$ cat src/rtl/alien_march_scheduler_if.sv
// Bundles the raster position, formation status and march-control outputs of
// alien_march_scheduler.
interface alien_march_scheduler_if;
    logic [9:0] xx;
    logic [9:0] yy;
    logic       run;
    logic [9:0] form_left;
    logic [9:0] form_right;
    logic [9:0] form_bottom;
    logic [5:0] alive_count;
    logic [1:0] X_off;
    logic [1:0] Y_off;
    logic       dir;
    logic       step;
    logic       landed;

    modport master (
        output xx, yy, run, form_left, form_right, form_bottom, alive_count,
        input  X_off, Y_off, dir, step, landed
    );

    modport slave (
        input  xx, yy, run, form_left, form_right, form_bottom, alive_count,
        output X_off, Y_off, dir, step, landed
    );
endinterface

$ cat src/rtl/alien_march_scheduler.sv
// Paces the invader formation: one-cycle step/drop strobes on frame ticks, edge reversal, landing.
// Optional MARCH_SPEEDUP_EN shortens the step period as the number of live aliens falls.
module alien_march_scheduler #(
    parameter int unsigned BASE_PERIOD  = 2,
    parameter int unsigned STEP_X       = 1,
    parameter int unsigned DROP_Y       = 2,
    parameter int unsigned LEFT_LIMIT   = 5,
    parameter int unsigned RIGHT_LIMIT  = 603,
    parameter int unsigned BOTTOM_LIMIT = 440
) (
    input logic                    Pclk,
    input logic                    Rst_n,
    alien_march_scheduler_if.slave bus
);

    typedef enum logic [2:0] {
        IDLE   = 3'd0,
        COUNT  = 3'd1,
        STEP   = 3'd2,
        DROP   = 3'd3,
        LANDED = 3'd4
    } state_t;

    localparam logic [2:0]  BASE_P    = 3'(BASE_PERIOD);
    localparam logic [1:0]  STEP_X_V  = 2'(STEP_X);
    localparam logic [1:0]  DROP_Y_V  = 2'(DROP_Y);
    localparam logic [9:0]  LEFT_LIM  = 10'(LEFT_LIMIT);
    localparam logic [9:0]  RIGHT_LIM = 10'(RIGHT_LIMIT);
    localparam logic [10:0] BOTTOM_LIM = 11'(BOTTOM_LIMIT);

    state_t      state_r;
    state_t      state_s;
    logic [2:0]  frame_cnt_r;
    logic [2:0]  frame_cnt_s;
    logic        dir_r;
    logic        dir_s;
    logic        landed_r;
    logic        landed_s;
    logic        step_r;
    logic        step_s;
    logic [1:0]  x_off_r;
    logic [1:0]  x_off_s;
    logic [1:0]  y_off_r;
    logic [1:0]  y_off_s;

    logic        frame_tick_s;
    logic        run_ok_s;
    logic        at_edge_s;
    logic        will_land_s;
    logic [10:0] bottom_sum_s;
    logic [2:0]  period_s;

    assign frame_tick_s = (bus.xx == 10'd639) && (bus.yy == 10'd479);
    assign run_ok_s     = bus.run && (bus.alive_count != 6'd0);
    // Direction alone selects which edge is tested, so a formation touching both never double-drops.
    assign at_edge_s    = dir_r ? (bus.form_right >= RIGHT_LIM) : (bus.form_left <= LEFT_LIM);
    assign bottom_sum_s = {1'b0, bus.form_bottom} + {9'd0, DROP_Y_V};
    assign will_land_s  = (bottom_sum_s >= BOTTOM_LIM);

`ifdef MARCH_SPEEDUP_EN
    // Period shrinks as the formation thins out.
    always_comb begin
        if (bus.alive_count >= 6'd40) begin
            period_s = BASE_P;
        end else if (bus.alive_count >= 6'd20) begin
            period_s = BASE_P >> 3'd1;
        end else begin
            period_s = 3'd0;
        end
    end
`else
    assign period_s = BASE_P;
`endif

    // Next-state, frame counter, direction and landing flag.
    always_comb begin
        state_s     = state_r;
        frame_cnt_s = frame_cnt_r;
        dir_s       = dir_r;
        landed_s    = landed_r;
        case (state_r)
            IDLE: begin
                frame_cnt_s = 3'd0;
                if (run_ok_s) begin
                    state_s = COUNT;
                end else begin
                    state_s = IDLE;
                end
            end
            COUNT: begin
                if (!run_ok_s) begin
                    state_s     = IDLE;
                    frame_cnt_s = 3'd0;
                end else if (frame_tick_s) begin
                    if (frame_cnt_r >= period_s) begin
                        frame_cnt_s = 3'd0;
                        state_s     = at_edge_s ? DROP : STEP;
                    end else if (frame_cnt_r != 3'd7) begin
                        frame_cnt_s = frame_cnt_r + 3'd1;
                    end else begin
                        frame_cnt_s = frame_cnt_r;
                    end
                end else begin
                    frame_cnt_s = frame_cnt_r;
                end
            end
            STEP: begin
                state_s = COUNT;
            end
            DROP: begin
                dir_s = ~dir_r;
                if (will_land_s) begin
                    state_s  = LANDED;
                    landed_s = 1'b1;
                end else begin
                    state_s = COUNT;
                end
            end
            LANDED: begin
                state_s  = LANDED;
                landed_s = 1'b1;
            end
            default: begin
                state_s     = IDLE;
                frame_cnt_s = 3'd0;
            end
        endcase
    end

    // Strobe and offsets decoded from the upcoming state so they are registered.
    always_comb begin
        step_s  = 1'b0;
        x_off_s = 2'd0;
        y_off_s = 2'd0;
        case (state_s)
            STEP: begin
                step_s  = 1'b1;
                x_off_s = STEP_X_V;
            end
            DROP: begin
                step_s  = 1'b1;
                y_off_s = DROP_Y_V;
            end
            default: begin
                step_s  = 1'b0;
                x_off_s = 2'd0;
                y_off_s = 2'd0;
            end
        endcase
    end

    // State and output registers.
    always_ff @(posedge Pclk or negedge Rst_n) begin
        if (!Rst_n) begin
            state_r     <= IDLE;
            frame_cnt_r <= 3'd0;
            dir_r       <= 1'b1;
            landed_r    <= 1'b0;
            step_r      <= 1'b0;
            x_off_r     <= 2'd0;
            y_off_r     <= 2'd0;
        end else begin
            state_r     <= state_s;
            frame_cnt_r <= frame_cnt_s;
            dir_r       <= dir_s;
            landed_r    <= landed_s;
            step_r      <= step_s;
            x_off_r     <= x_off_s;
            y_off_r     <= y_off_s;
        end
    end

    assign bus.step   = step_r;
    assign bus.X_off  = x_off_r;
    assign bus.Y_off  = y_off_r;
    assign bus.dir    = dir_r;
    assign bus.landed = landed_r;

endmodule
$ cat src/flat_wrapper.sv
// flat-port wrapper written by rule: the top's interface ports become plain ports
module alien_march_scheduler_flat 
#(
    parameter int unsigned BASE_PERIOD  = 2,
    parameter int unsigned STEP_X       = 1,
    parameter int unsigned DROP_Y       = 2,
    parameter int unsigned LEFT_LIMIT   = 5,
    parameter int unsigned RIGHT_LIMIT  = 603,
    parameter int unsigned BOTTOM_LIMIT = 440
)
  (Pclk, Rst_n, bus_xx, bus_yy, bus_run, bus_form_left, bus_form_right, bus_form_bottom, bus_alive_count, bus_X_off, bus_Y_off, bus_dir, bus_step, bus_landed);
  alien_march_scheduler_if bus_i ();
  input logic Pclk;
  input logic Rst_n;
  input wire logic [$bits(bus_i.xx)-1:0] bus_xx;
  input wire logic [$bits(bus_i.yy)-1:0] bus_yy;
  input wire logic [$bits(bus_i.run)-1:0] bus_run;
  input wire logic [$bits(bus_i.form_left)-1:0] bus_form_left;
  input wire logic [$bits(bus_i.form_right)-1:0] bus_form_right;
  input wire logic [$bits(bus_i.form_bottom)-1:0] bus_form_bottom;
  input wire logic [$bits(bus_i.alive_count)-1:0] bus_alive_count;
  output wire logic [$bits(bus_i.X_off)-1:0] bus_X_off;
  output wire logic [$bits(bus_i.Y_off)-1:0] bus_Y_off;
  output wire logic [$bits(bus_i.dir)-1:0] bus_dir;
  output wire logic [$bits(bus_i.step)-1:0] bus_step;
  output wire logic [$bits(bus_i.landed)-1:0] bus_landed;
  assign bus_i.xx = bus_xx;
  assign bus_i.yy = bus_yy;
  assign bus_i.run = bus_run;
  assign bus_i.form_left = bus_form_left;
  assign bus_i.form_right = bus_form_right;
  assign bus_i.form_bottom = bus_form_bottom;
  assign bus_i.alive_count = bus_alive_count;
  assign bus_X_off = bus_i.X_off;
  assign bus_Y_off = bus_i.Y_off;
  assign bus_dir = bus_i.dir;
  assign bus_step = bus_i.step;
  assign bus_landed = bus_i.landed;
  alien_march_scheduler #(.BASE_PERIOD(BASE_PERIOD), .STEP_X(STEP_X), .DROP_Y(DROP_Y), .LEFT_LIMIT(LEFT_LIMIT), .RIGHT_LIMIT(RIGHT_LIMIT), .BOTTOM_LIMIT(BOTTOM_LIMIT)) u_core (.Pclk(Pclk), .Rst_n(Rst_n), .bus(bus_i));
endmodule
$ cat config.mk
export PLATFORM = sky130hd
export DESIGN_NAME = alien_march_scheduler_flat
export DESIGN_NICKNAME = d
export VERILOG_FILES = /design/src/rtl/alien_march_scheduler_if.sv /design/src/rtl/alien_march_scheduler.sv /design/src/flat_wrapper.sv
export SDC_FILE = /design/constraint.sdc
export NUM_CORES = 1
export LEC_CHECK = 0
export ABC_CLOCK_PERIOD_IN_PS = 1740
export CAP_MARGIN = 40
export CORE_MARGIN = 1
export CORE_UTILIZATION = 54
export CTS_CLUSTER_SIZE = 30
export DETAILED_ROUTE_END_ITERATION = 12
export DONT_BUFFER_PORTS = 1
export PLACE_DENSITY = 0.76
export SYNTH_ARGS = -nofsm -noshare
export SYNTH_HDL_FRONTEND = slang
export SYNTH_SLANG_ARGS = --single-unit
export TNS_END_PERCENT = 50
$ cat constraint.sdc
create_clock -name Pclk -period 1.74 [get_ports Pclk]
set_input_delay 0.348 -clock Pclk [delete_from_list [all_inputs] [get_ports Pclk]]
set_output_delay 0.348 -clock Pclk [all_outputs]
set_load 0.01 [all_outputs]
; ---- Word level (Yosys, flattened, before mapping)
; Cells that the tools add are included.
[word_totals]
regBits = 12
out_inout_bits = 7
word_cells = 54
[op_classes]
n_addsub = 2
order_cmp = 4
n_eq_ne = 12
n_mux = 18
bitwise_logic = 2
n_reduce_logical = 9
[ops]
columns = op, count
row1 = two-way mux 3 bit, 8
row2 = one-hot mux 3 bit (5 select lines), 1
row3 = "== test 3 x 2 -> 1 bit, second input constant", 4
row4 = "adder 10 x 2 -> 11 bit, second input constant", 1
row5 = ">= comparator 11 x 9 -> 1 bit, second input constant", 1
row6 = "== test 10 bit, second input constant", 1
row7 = "== test 10 x 9 -> 1 bit, second input constant", 1
row8 = ">= comparator 10 bit, second input constant", 1
row9 = "less-or-equal comparator 10 x 3 -> 1 bit, second input constant", 1
row10 = two-way mux 1 bit, 6
row11 = one-hot mux 3 bit (2 select lines), 1
row12 = nonzero test 6 bit, 1
row13 = "!= test 4 bit, second input constant", 1
row14 = "adder 3 x 1 -> 3 bit, second input constant", 1
row15 = "== test 3 x 1 -> 1 bit, second input constant", 1
row16 = "== test 3 bit, second input constant", 1
row17 = ">= comparator 3 x 2 -> 1 bit, second input constant", 1
row18 = logical NOT 3 bit, 1
row19 = "!= test 3 x 2 -> 1 bit, second input constant", 1
row20 = "!= test 3 bit, second input constant", 1
row21 = AND reduction 3 bit, 1
row22 = OR reduction 3 bit, 1
row23 = logical AND 1 bit, 2
row24 = two-way mux 2 bit, 1
row25 = 6 further kinds, 7

; ---- Logic depth before layout (Yosys ltp)
[depth]
depth_word = 10
mapped_depth = 7

; ---- Worst setup path after synthesis
; No wires, ideal clock.
[synth_timing]
kind = input-to-reg
from = in bus_alive_count[3]
to = reg u_core.frame_cnt_r[0]
setup_ns = 0.125
arrival_time_ns = 1.759
t_required_ns = 1.615
path_slack_ns = -0.144
stages = 7
path_buffers = 1
path_cell_list = or4_4 > nor3_2 > or4_1 > buf_6 > nor2b_4 > nor3_4 > mux2_4
[synth_via]
elab_chain_cells = 4
elab_cells_between_ends = 7
classes_between = 2 x eq/ne / 2 x mux / 3 x reduce/logical
[synth_lines]
columns = item, line
row1 = from (decl), flat_wrapper.sv:21  ; input wire logic [$bits(bus_i.alive_count)-1:0] bus_alive_count;
row2 = nonzero test 6 bit *, alien_march_scheduler.sv:54  ; assign run_ok_s = bus.run && (bus.alive_count != 6'd0);
row3 = logical AND 1 bit *, alien_march_scheduler.sv:54
row4 = "!= test 4 bit (no line), or another cell as far along", --
row5 = AND reduction 3 bit (no line) / one-hot mux 3 bit (2 select lines) (equally long branches), --
row6 = to (signal assigned), alien_march_scheduler.sv:164  ; frame_cnt_r <= frame_cnt_s;
row7 = to (decl), alien_march_scheduler.sv:33  ; logic [2:0] frame_cnt_r;
; Every way passes the cells marked *; elsewhere a longest branch is shown, timed or not.
; A chain may end at the register's enable or synchronous reset.

; ---- Worst setup path after layout
[layout_timing]
from = reg u_core.frame_cnt_r[1]
to = reg u_core.frame_cnt_r[0]
[layout_via]
elab_chain_cells = 5
elab_cells_between_ends = 8
classes_between = 1 x order compare / 2 x eq/ne / 4 x mux / 1 x reduce/logical
[layout_lines]
columns = item, line
row1 = >= comparator 3 x 2 -> 1 bit, alien_march_scheduler.sv:95  ; if (frame_cnt_r >= period_s) begin
row2 = two-way mux 3 bit, alien_march_scheduler.sv:95
row3 = two-way mux 3 bit, alien_march_scheduler.sv:94  ; end else if (frame_tick_s) begin
row4 = two-way mux 3 bit, alien_march_scheduler.sv:91  ; if (!run_ok_s) begin
row5 = one-hot mux 3 bit (2 select lines), alien_march_scheduler.sv:81  ; case (state_r)
; Several ways; a longest one is shown, not always the timed one. The select of a mux whose other input is x is not followed.

==> flow_summary_export.csv <==
group,metric,value,unit
setup_path,worstPathMaxFanout,5,
timing,finalHoldViolations,0,
finish,syn2layout_area_growth,13.0,%
synthesis,yosys.area.top_type_share,31.3,%
finish,antenna_cells,0,
setup_path,end_kind,"flip-flop",
finish,fin_nets,159,
timing,fin_setup_tns,0,ns
synthesis,avgSynthCellArea,9.20,sq um
synthesis,synth_most_common_cell,"dfrtp_1",
cts,htreeDepth,1,
placement,io_buffers,0,
pwr,power,495,uW
pwr,p_per_area,547,nW/um^2
detailed_routing,routedWlPerCell,15.8,um
detailed_routing,drt_iter0_markers,14,
grt,grtUsageTotal,20.3,%
grt,grt_overflow,0,
setup_path,r2r_slack,0.06,ns
cts,clk_latency,0.25,ns
synthesis,synth_area,801,sq um
setup_path,timing.rr.end,"u_core.frame_cnt_r[0]$_DFFE_PN0P_",
setup_path,cp.arrival,1.81,ns
synthesis,synth-main-ff-cell,"dfrtp_1",
synthesis,yosys-top-cells-count,"dfrtp_1 (10), nand2_1 (8), nand3_1 (6)",
timing,drv_slew,0,
cts,clkSinkCount,11,
detailed_routing,drt-vias-per-instance,6.42,
timing,fin_crit,1.68,ns
cts,cts_inserted_buffers,3,
setup_path,reg2reg_depth,7,
floorplan,start_util,60.0,%
synthesis,synthArstFlopShare,100,%
finish,drive_above_1_share,25.0,%
setup_path,endpoint,"u_core.frame_cnt_r[0]$_DFFE_PN0P_",
cts,cts_tree,"done",
cts,clk_pin_slew,0.06,ns
cts,clock_path_buffers,2,
synthesis,ys_ff_latch,11,
floorplan,fp.dieArea,1640,sq um
grt,grt_pass1_wl,2.13,mm
synthesis,synth_area_leader_cell,"dfrtp_1",
setup_path,path_class,"reg -> reg",
setup_path,start_kind,"flip-flop",
placement,hpwl,1.46,mm
setup_path,required,1.88,ns
detailed_routing,final_antenna_net_count,0,
cts,clock-root-buffer,"clkbuf_4",
pwr,worst_ir_drop_vdd,0.000492,V
finish,final_cells,111,
detailed_routing,drcViolationCount,0,
timing,setup_viol,0,
timing,rsz0062_at_grt,"true",
placement,place_inst,106,
cts,cts_setup_buffers,0,
grt,grt_max_degree,12,
timing,max_freq,597,MHz
floorplan,placementRows,13,
synthesis,yosys_warnings,0,
floorplan,pin_count,66,
synthesis,synthCells,87,
timing,skew,0.000608,ns
placement,gp_congestion,0.755,
timing,min_period_over_period,96.3,%
synthesis,ys_seq_area_share,34.5,%
timing,whs,0.476,ns
detailed_routing,finalWirelength,1.75,mm
detailed_routing,vias,713,
floorplan,fp.dieH,40.5,um
setup_path,rr_startpoint,"u_core.frame_cnt_r[1]$_DFFE_PN0P_",
synthesis,synth_edf_count,0,
floorplan,die_x,40.5,um
detailed_routing,drt-pass1-iter-count,4,
synthesis,synth.distinct_cells,43,
grt,antenna_found_initial,0,
worst_hold_path,hp-class,"in -> async",
pwr,leakagePower,0.000399,uW
floorplan,core,1330,sq um
job,maxCapViolCount,0,
grt,first_global_vias,612,
run_status,status,"finished, final reports clean",
synthesis,synth_area_leaders,"dfrtp_1 (31%), ha_1 (4.7%), nor4_1 (3.9%)",
setup_path,startpoint,"u_core.frame_cnt_r[1]$_DFFE_PN0P_",
[how the worst min path moves through the flow]
stage	slack (ns)	to	cells past startpoint
finish	0.48	u_core.bus.X_off[0]$_DFF_PN0_	1
CTS	0.45	u_core.state_r[0]$_DFF_PN0_	2
global placement	0.05	u_core.bus.Y_off[1]$_DFF_PN0_	0
global route	0.48	u_core.state_r[0]$_DFF_PN0_	2
floorplan	0.05	u_core.bus.X_off[0]$_DFF_PN0_	0
detailed placement	0.05	u_core.state_r[1]$_DFF_PN0_	0
[report_power, final]
part / total, uW / internal (uW) / switching [uW]
clock: 157 / 88.1 / 68.4
sequential: 266 / 261 / 5.14
combinational: 72.0 / 36.8 / 35.2
total: 495 / 386 / 109
[what timing repair did]
action | in CTS | in global routing
hold buffers | 1 | 0
endpoints found under the setup margin | 0 | 3
resized for setup | 0 | 7
endpoints found under the hold margin | 11 | 0
[layout make-up]
| type | count | area [sq um] |
|---|---|---|
| clock buffer | 4 | 26.3 |
| fill | 109 | 429 |
| inverter | 6 | 22.5 |
| multi-input combinational | 68 | 502 |
| sequential | 11 | 277 |
| tap | 15 | 18.8 |
| timing repair buffer | 7 | 58.8 |
[registers in the layout, summed over array words and instances, names as in the netlist]
register	cells
u_core.frame_cnt_r	3
u_core.state_r	3
u_core.bus.X_off	1
u_core.bus.Y_off	1
u_core.bus.dir	1
u_core.bus.landed	1
u_core.bus.step	1
[routing by layer]
| metal | part of all wire, % | GRT usage (%) | wire (um) |
|---|---|---|---|
| met1 | 38 | 22.3 | 660 |
| met2 | 55 | 36.1 | 955 |
| met3 | 7.1 | 1.67 | 124 |
| met4 | 0.46 | 14.2 | 8 |
| met5 | 0 | 0 | 0 |
[logic make-up (layout without fill, tap and decap cells)]
| family | after synthesis | count (layout) | synth area share, % |
|---|---|---|---|
| AOI/OAI and AO/OA | 14 | 14 | 12.5 |
| xor gates and xnor gates | 2 | 2 | 2.19 |
| adders and majority gates | 3 | 3 | 4.69 |
| buffers and inverters | 9 | 17 | 6.09 |
| DFF | 11 | 11 | 34.5 |
| muxes | 3 | 3 | 4.37 |
| other | 1 | 2 | 0.468 |
| and+or+nand+nor | 44 | 44 | 35.2 |
[worst max-delay path, stage by stage, from the launching register on]
cell     delay (ns)
dfrtp_1        0.43
ha_2           0.20
ha_2           0.17
nand3_2        0.05
nand3_1        0.08
nor2b_4        0.16
nor3_4         0.16
mux2_4         0.32
[cells in the final DEF (no fill, tap or decap), types with 2 or more instances in the layout]
| cell type | Yosys | layout |
|---|---|---|
| nor3_1 | 4 | 3 |
| ha_2 | 0 | 2 |
| clkbuf_4 | 0 | 3 |
| nor2_1 | 3 | 3 |
| inv_1 | 5 | 5 |
| nand2_1 | 8 | 8 |
| conb_1 | 1 | 2 |
| nand4b_1 | 3 | 3 |
| dfrtp_1 | 10 | 10 |
| a21oi_1 | 3 | 3 |
| or4_4 | 1 | 2 |
| nor4_1 | 5 | 5 |
| xnor2_1 | 2 | 2 |
| nand3_1 | 6 | 5 |
| a41oi_1 | 2 | 2 |
| nor3_2 | 1 | 2 |
| buf_4 | 2 | 5 |
[stage by stage]
stage / util, % / worst slack, ns / cell area, sq um
after floorplan: - / -0.144 / 805
after global placement: 63.1 / -0.0931 / 842
after detailed placement: 63.1 / -0.130 / 842
after CTS: 65.9 / 0.0456 / 878
after global routing: 67.8 / -0.0166 / 905
final: 67.8 / 0.0642 / 905
Power figures use the tool's default switching activity.
